--- src/rtl/fft_pkg.sv ---
// fft_pkg: shared sample type, defaults and bit-reversal helper
// for the FFT output path.
package fft_pkg;

  localparam int LOG2N_DEF = 5;
  localparam int DW_DEF    = 16;

  typedef struct packed {
    logic signed [DW_DEF-1:0] re;
    logic signed [DW_DEF-1:0] im;
  } cplx_t;

  // Reverse the low `bits` bits of value; bits above are returned as 0.
  function automatic logic [7:0] bitrev(
    input logic [7:0] value,
    input int         bits
  );
    logic [7:0] r;
    logic [7:0] v;
    r = '0;
    v = value;
    for (int i = 0; i < 8; i++) begin
      if (i < bits) begin
        r = {r[6:0], v[0]};
        v = v >> 1;
      end
    end
    return r;
  endfunction

endpackage

--- src/rtl/fft_reorder_if.sv ---
// fft_reorder_if: input and output valid/ready sample streams
// of the bit-reversal reorder buffer.
interface fft_reorder_if #(
  parameter int LOG2N = 5,
  parameter int DW    = 16
);

  logic                    in_valid;
  logic                    in_ready;
  logic signed [DW-1:0]    in_r;
  logic signed [DW-1:0]    in_i;
  logic                    out_valid;
  logic                    out_ready;
  logic signed [DW-1:0]    out_r;
  logic signed [DW-1:0]    out_i;
  logic [LOG2N-1:0]        out_index;
  logic                    out_last;

  modport slave (
    input  in_valid, in_r, in_i, out_ready,
    output in_ready, out_valid, out_r, out_i,
    output out_index, out_last
  );

  modport master (
    output in_valid, in_r, in_i, out_ready,
    input  in_ready, out_valid, out_r, out_i,
    input  out_index, out_last
  );

endinterface

--- src/rtl/fft_reorder_bank.sv ---
// fft_reorder_bank: N-entry sample register file, one write port
// and one combinational read port.
module fft_reorder_bank
  import fft_pkg::*;
#(
  parameter int  LOG2N = LOG2N_DEF,
  parameter type T     = cplx_t
) (
  input  logic             clk,
  input  logic             rst,
  input  logic             we,
  input  logic [LOG2N-1:0] waddr,
  input  T                 wdata,
  input  logic [LOG2N-1:0] raddr,
  output T                 rdata
);

  localparam int N = 1 << LOG2N;

  T mem [N];

  always_ff @(posedge clk or negedge rst) begin
    if (!rst) begin
      for (int i = 0; i < N; i++) mem[i] <= '0;
    end else if (we) begin
      mem[waddr] <= wdata;
    end
  end

  assign rdata = mem[raddr];

endmodule

--- src/rtl/fft_reorder.sv ---
// fft_reorder: ping-pong bit-reversal reorder buffer, takes FFT
// output in butterfly order and streams it in natural order.
module fft_reorder
  import fft_pkg::*;
#(
  parameter int LOG2N = LOG2N_DEF,
  parameter int DW    = DW_DEF
) (
  input  logic       clk,
  input  logic       rst,
  input  logic       clr,
  input  logic       bitrev_en,
  fft_reorder_if.slave bus
);

  localparam int N = 1 << LOG2N;
  localparam logic [LOG2N-1:0] LAST = LOG2N'(N - 1);

  typedef struct packed {
    logic signed [DW-1:0] re;
    logic signed [DW-1:0] im;
  } sample_t;

  logic [1:0]       full;
  logic [1:0]       full_nx;
  logic [1:0]       mode;
  logic             wr_bank;
  logic             rd_bank;
  logic [LOG2N-1:0] wr_ptr;
  logic [LOG2N-1:0] rd_ptr;
  logic [LOG2N-1:0] waddr;
  logic             accept;
  logic             xfer;
  logic             wr_done;
  logic             rd_done;
  logic             mode_now;
  sample_t          wdata;
  sample_t          rdata [2];
  sample_t          cur;

  assign bus.in_ready = !full[wr_bank];
  assign accept  = bus.in_valid && bus.in_ready && !clr;
  assign xfer    = bus.out_valid && bus.out_ready && !clr;
  assign wr_done = accept && (wr_ptr == LAST);
  assign rd_done = xfer && (rd_ptr == LAST);

  // First sample of a frame already uses the freshly sampled mode.
  assign mode_now = (wr_ptr == '0) ? bitrev_en : mode[wr_bank];
  assign waddr = mode_now
               ? LOG2N'(bitrev(8'(wr_ptr), LOG2N))
               : wr_ptr;
  assign wdata = '{re: bus.in_r, im: bus.in_i};

  for (genvar b = 0; b < 2; b++) begin : g_bank
    fft_reorder_bank #(
      .LOG2N (LOG2N),
      .T     (sample_t)
    ) u_bank (
      .clk   (clk),
      .rst   (rst),
      .we    (accept && (wr_bank == 1'(b))),
      .waddr (waddr),
      .wdata (wdata),
      .raddr (rd_ptr),
      .rdata (rdata[b])
    );
  end

  assign cur           = rdata[rd_bank];
  assign bus.out_valid = full[rd_bank];
  assign bus.out_r     = cur.re;
  assign bus.out_i     = cur.im;
  assign bus.out_index = rd_ptr;
  assign bus.out_last  = full[rd_bank] && (rd_ptr == LAST);

  // Write and read completions always hit opposite banks.
  always_comb begin
    full_nx = full;
    if (wr_done) full_nx[wr_bank] = 1'b1;
    if (rd_done) full_nx[rd_bank] = 1'b0;
  end

  always_ff @(posedge clk or negedge rst) begin
    if (!rst) begin
      full    <= '0;
      mode    <= '0;
      wr_bank <= 1'b0;
      rd_bank <= 1'b0;
      wr_ptr  <= '0;
      rd_ptr  <= '0;
    end else if (clr) begin
      full    <= '0;
      wr_bank <= 1'b0;
      rd_bank <= 1'b0;
      wr_ptr  <= '0;
      rd_ptr  <= '0;
    end else begin
      if (accept) begin
        wr_ptr <= wr_ptr + LOG2N'(1);
        if (wr_ptr == '0) mode[wr_bank] <= bitrev_en;
        if (wr_done) wr_bank <= !wr_bank;
      end
      if (xfer) begin
        rd_ptr <= rd_ptr + LOG2N'(1);
        if (rd_done) rd_bank <= !rd_bank;
      end
      full <= full_nx;
    end
  end

endmodule

--- src/flat_wrapper.sv ---
// flat-port wrapper written by rule: the top's interface ports become plain ports
module fft_reorder_flat import fft_pkg::*;
#(
  parameter int LOG2N = LOG2N_DEF,
  parameter int DW    = DW_DEF
)
  (clk, rst, clr, bitrev_en, bus_in_valid, bus_in_r, bus_in_i, bus_out_ready, bus_in_ready, bus_out_valid, bus_out_r, bus_out_i, bus_out_index, bus_out_last);
  fft_reorder_if #(.LOG2N(LOG2N), .DW(DW)) bus_i ();
  input  logic clk;
  input  logic rst;
  input  logic clr;
  input  logic bitrev_en;
  input wire logic [$bits(bus_i.in_valid)-1:0] bus_in_valid;
  input wire logic [$bits(bus_i.in_r)-1:0] bus_in_r;
  input wire logic [$bits(bus_i.in_i)-1:0] bus_in_i;
  input wire logic [$bits(bus_i.out_ready)-1:0] bus_out_ready;
  output wire logic [$bits(bus_i.in_ready)-1:0] bus_in_ready;
  output wire logic [$bits(bus_i.out_valid)-1:0] bus_out_valid;
  output wire logic [$bits(bus_i.out_r)-1:0] bus_out_r;
  output wire logic [$bits(bus_i.out_i)-1:0] bus_out_i;
  output wire logic [$bits(bus_i.out_index)-1:0] bus_out_index;
  output wire logic [$bits(bus_i.out_last)-1:0] bus_out_last;
  assign bus_i.in_valid = bus_in_valid;
  assign bus_i.in_r = bus_in_r;
  assign bus_i.in_i = bus_in_i;
  assign bus_i.out_ready = bus_out_ready;
  assign bus_in_ready = bus_i.in_ready;
  assign bus_out_valid = bus_i.out_valid;
  assign bus_out_r = bus_i.out_r;
  assign bus_out_i = bus_i.out_i;
  assign bus_out_index = bus_i.out_index;
  assign bus_out_last = bus_i.out_last;
  fft_reorder #(.LOG2N(LOG2N), .DW(DW)) u_core (.clk(clk), .rst(rst), .clr(clr), .bitrev_en(bitrev_en), .bus(bus_i));
endmodule
--- config.mk ---
export PLATFORM = sky130hd
export DESIGN_NAME = fft_reorder_flat
export DESIGN_NICKNAME = d
export VERILOG_FILES = /design/src/rtl/fft_pkg.sv /design/src/rtl/fft_reorder_if.sv /design/src/rtl/fft_reorder_bank.sv /design/src/rtl/fft_reorder.sv /design/src/flat_wrapper.sv
export SDC_FILE = /design/constraint.sdc
export NUM_CORES = 2
export LEC_CHECK = 0
export ABC_CLOCK_PERIOD_IN_PS = 4300
export CORE_MARGIN = 3
export CORE_UTILIZATION = 45
export CTS_CLUSTER_SIZE = 12
export DETAILED_ROUTE_END_ITERATION = 12
export PLACE_DENSITY = 0.57
export RECOVER_POWER = 100
export SETUP_SLACK_MARGIN = 0.1
export SYNTH_ARGS = -nofsm -noshare
export SYNTH_HDL_FRONTEND = slang
export SYNTH_SLANG_ARGS = --single-unit
--- constraint.sdc ---
create_clock -name clk -period 4.3 [get_ports clk]
set_input_delay 0.43 -clock clk [delete_from_list [all_inputs] [get_ports clk]]
set_output_delay 0.43 -clock clk [all_outputs]
set_load 0.005 [all_outputs]
==> metrics <==
Die W=461.7 um; sequential fraction of design power=48.0%; Slew @ Worst Pin=3653 ps; CP required=3870 ps; post-synth top area share=55.27%; CP startpoint kind=flop; drt via density=6.074; number of global-route vias before repair=about 57,000; PwrDens=between 300 and 400 nW/um2; period utilization=a little over nine tenths; combinational share of power=under 10%; H-tree depth=4; DRC viols=0; largest fanout on the critical path=14; worst reg-to-reg setup slack=120 ps; Via Count=roughly 54,000; Buf+Inv Stages, Crit Path=5; hold path depth=2; Final ANT Viol Nets=0; pin count of the biggest net entering global routing=121; r2r worst-path depth=8; Lkg Pwr=between 50 and 60 nW; clk_lat worst skew=860 ps; Fmax=0.2373 GHz; fin crit period=about 4200 ps; reg2reg end=u_core.g_bank[0].u_bank.mem[977]; CTS Sinks=just over 2,000; Syn Std Cell Area=93,440 um2; drt initial violations=between 3,000 and 4,000; I/O pin count=78; most common cell in the netlist=dfrtp_1; Total Routing Usage GR=26.33%; Worst-path clk slew=60 ps; Num CTS Buffers=220; capturing element type of the critical path=output pin; Commonest cells post-synth=2,064 x dfrtp_1, 2,008 x mux2_2, 514 x mux4_2, 380 x clkbuf_1, 141 x buf_1; Worst R2R Start=u_core.wr_ptr[0]; Core ar.=205,600 um2; cell taking the most area after synthesis=dfrtp_1; P_int=32.70 mW; Hold Slack=88.33 ps; share of cells above drive strength 1=56.53%; status=finished, violations left; die area=213,200 um2; largest cells by area after synthesis=dfrtp_1 55%, mux2_2 24%, mux4_2 12%, clkbuf_1 1.5%, mux2i_1 1.1%; sw power=around 10 mW; Starting Density=45.44%; Tot Pwr=42.70 mW; #FFs+latches synth=2,064; min-delay src=bus_in_i[5]; Top FF cell, synth=dfrtp_1; DP HPWL=160.2 mm; RSZ-0062 raised after global routing=yes; critical path, cell by cell=buf_4, clkbuf_16, buf_4, bufbuf_16, mux4_2, o22ai_1, nor2_1, a21oi_4, nor2_1, clkdlybuf4s50_1; synth-to-layout area growth=15.83%; CTS root buf=clkbuf_16; failing checks=max-capacitance violations, max-slew violations; CTS tree=built; Post-synth EDFFs=0; maximum VDD drop=461.4 uV; final hold violation count=0; Die Ht=461.7 um; Rel. slew slack=-143.5%; nets=between 6,000 and 7,000; DR pass1 iterations=7; post-synthesis cell count=5,946; global-route wire length before repair=408.7 mm; Unique masters post-synth=55; final clock skew=23.80 ps; max-slew violation count=between 600 and 700; Worst Hold End=u_core.g_bank[1].u_bank.mem[933]; critical path's slowest cell=clkdlybuf4s50_1; sw frac=23.43%; clock share of power=44.8%; grt ovf=0; Placer Congestion=slightly below 0.8; WS Path Type=reg2out; max incr delay on CP=590 ps; DR WL/cell=31.07 um; Port Buf Inserts=between 70 and 80; final setup violation count=0; wirelength, routed=278.7 mm; Fill cells=16,952; asr flop ratio synth=100.0%; Rows=166; synth warn=0; mean post-synth cell area=between 15 and 20 um2; max-cap viol count=20; crit-path leading delay family=buffers and inverters; sequential element share of the synthesized area=55.27%; type of the worst min-delay path=in2reg; initial antenna violation count=16; Max clock buf depth=3; post-synth net total=approximately 6,000; Worst EP arrival=3780 ps
repair_timing:
action / 4_1_cts / 5_1_grt
endpoints found under the hold margin: 77 / 0
buffers inserted: 57 / 60
setup endpoints to repair: 32 / 26
pin swaps: 19 / 11
hold buffers: 2 / 0
gates resized for setup: 244 / 84
cloned: 18 / 4
flip-flops by register name, indices dropped and copies added, names as in the netlist:
name                      count
u_core.wr_ptr                 5
u_core.g_bank.u_bank.mem   2048
u_core.mode                   2
u_core.full                   2
u_core.rd_bank                1
u_core.wr_bank                1
u_core.bus.out_index          5
cell families after synthesis:
kind of cell	count (synthesis)	share of synthesized area [%]
xor gates and xnor gates	7	0.06561
muxes	2677	38.33
DFF	2064	55.27
AOI/OAI and AO/OA	304	2.140
buffers and inverters	626	2.651
and+or+nand+nor	263	1.472
adders and majority gates	5	0.06695
worst max-delay path by stage:
| stage | from | endpoint | slack (ps) | depth (start not counted) |
|---|---|---|---|---|
| floorplan | u_core.wr_ptr[1] | u_core.g_bank[1].u_bank.mem[939] | 1070 | 10 |
| global placement | u_core.bus.out_index[0] | bus_out_r[11] | 130 | 7 |
| detailed placement | u_core.bus.out_index[0] | bus_out_r[11] | 140 | 7 |
| CTS | u_core.bus.out_index[0] | bus_out_i[7] | -60 | 9 |
| global route | u_core.bus.out_index[1] | bus_out_r[8] | 9 | 10 |
| finish | u_core.bus.out_index[1] | bus_out_r[8] | 90 | 10 |
stage by stage:
step	util, %	area, um2	setup slack, ps	instances	TNS (ps)
final	52.64	108200	86.71	8971	0
after global routing	52.63	108200	9.264	8965	0
after CTS	52.66	108300	-62.75	8898	-87.16
after detailed placement	48.10	98900	142.4	8413	0
after global placement	48.10	98900	127.0	8413	0
after floorplan	-	93440	1066	5946	0
cell usage in the layout (no fill, tap or decap), types with 12 or more instances in the layout:
cell / Yosys / final
a21oi_1: 71 / 41
a21oi_2: 0 / 21
a221oi_1: 58 / 36
a221oi_2: 0 / 18
a22oi_1: 16 / 12
buf_12: 0 / 45
buf_16: 0 / 26
buf_2: 99 / 37
buf_4: 1 / 224
buf_6: 0 / 27
bufbuf_16: 0 / 12
clkbuf_1: 380 / 83
clkbuf_16: 0 / 228
clkbuf_2: 0 / 66
clkbuf_4: 0 / 31
clkbuf_8: 0 / 63
clkdlybuf4s50_1: 0 / 25
clkinv_2: 0 / 36
dfrtp_1: 2064 / 2058
mux2_1: 49 / 52
mux2_2: 2008 / 2005
mux2i_1: 104 / 92
mux4_2: 514 / 514
nand2_1: 67 / 44
nand2_2: 0 / 19
nor2_1: 93 / 68
nor2_4: 0 / 15
o21ai_0: 60 / 22
o21ai_1: 3 / 23
o21ai_2: 0 / 15
o221ai_1: 27 / 18
o22ai_1: 56 / 42
o22ai_2: 0 / 14
metal layers:
metal / share of wire [%] / global-route usage (%) / up-vias / wire [um]
met5: 0.0097 / 0 / - / 27
met4: 2.8 / 7.062 / 4 / 7771
met3: 4.7 / 4.255 / 373 / 13100
met2: 47 / 42.43 / 1219 / 132300
met1: 45 / 37.25 / 30293 / 125500
li1: - / - / 22601 / -
power by group through the flow:
| stage | registers [mW] | clock network, mW | logic (mW) |
|---|---|---|---|
| after floorplan | 20.7 | 0 | 1.70 |
| after global placement | 20.8 | 0 | 3.02 |
| after detailed placement | 20.8 | 0 | 3.07 |
| after CTS | 20.5 | 19.6 | 3.15 |
| after global routing | 20.6 | 20.3 | 3.33 |
| final | 20.5 | 19.1 | 3.07 |
final cells by class:
cell class	instances	area, um2	share of cell area, %
inverter	5	18.77	0.01734
multi-input combinational	3256	40410	37.33
timing repair buffer	539	5423	5.010
sequential	2064	51670	47.74
antenna	9	22.52	0.02081
clock buffer	352	6716	6.205
clock inverter	58	618.1	0.5711
tap	2688	3363	3.107
Note: power is estimated with default switching activity, not from simulation.
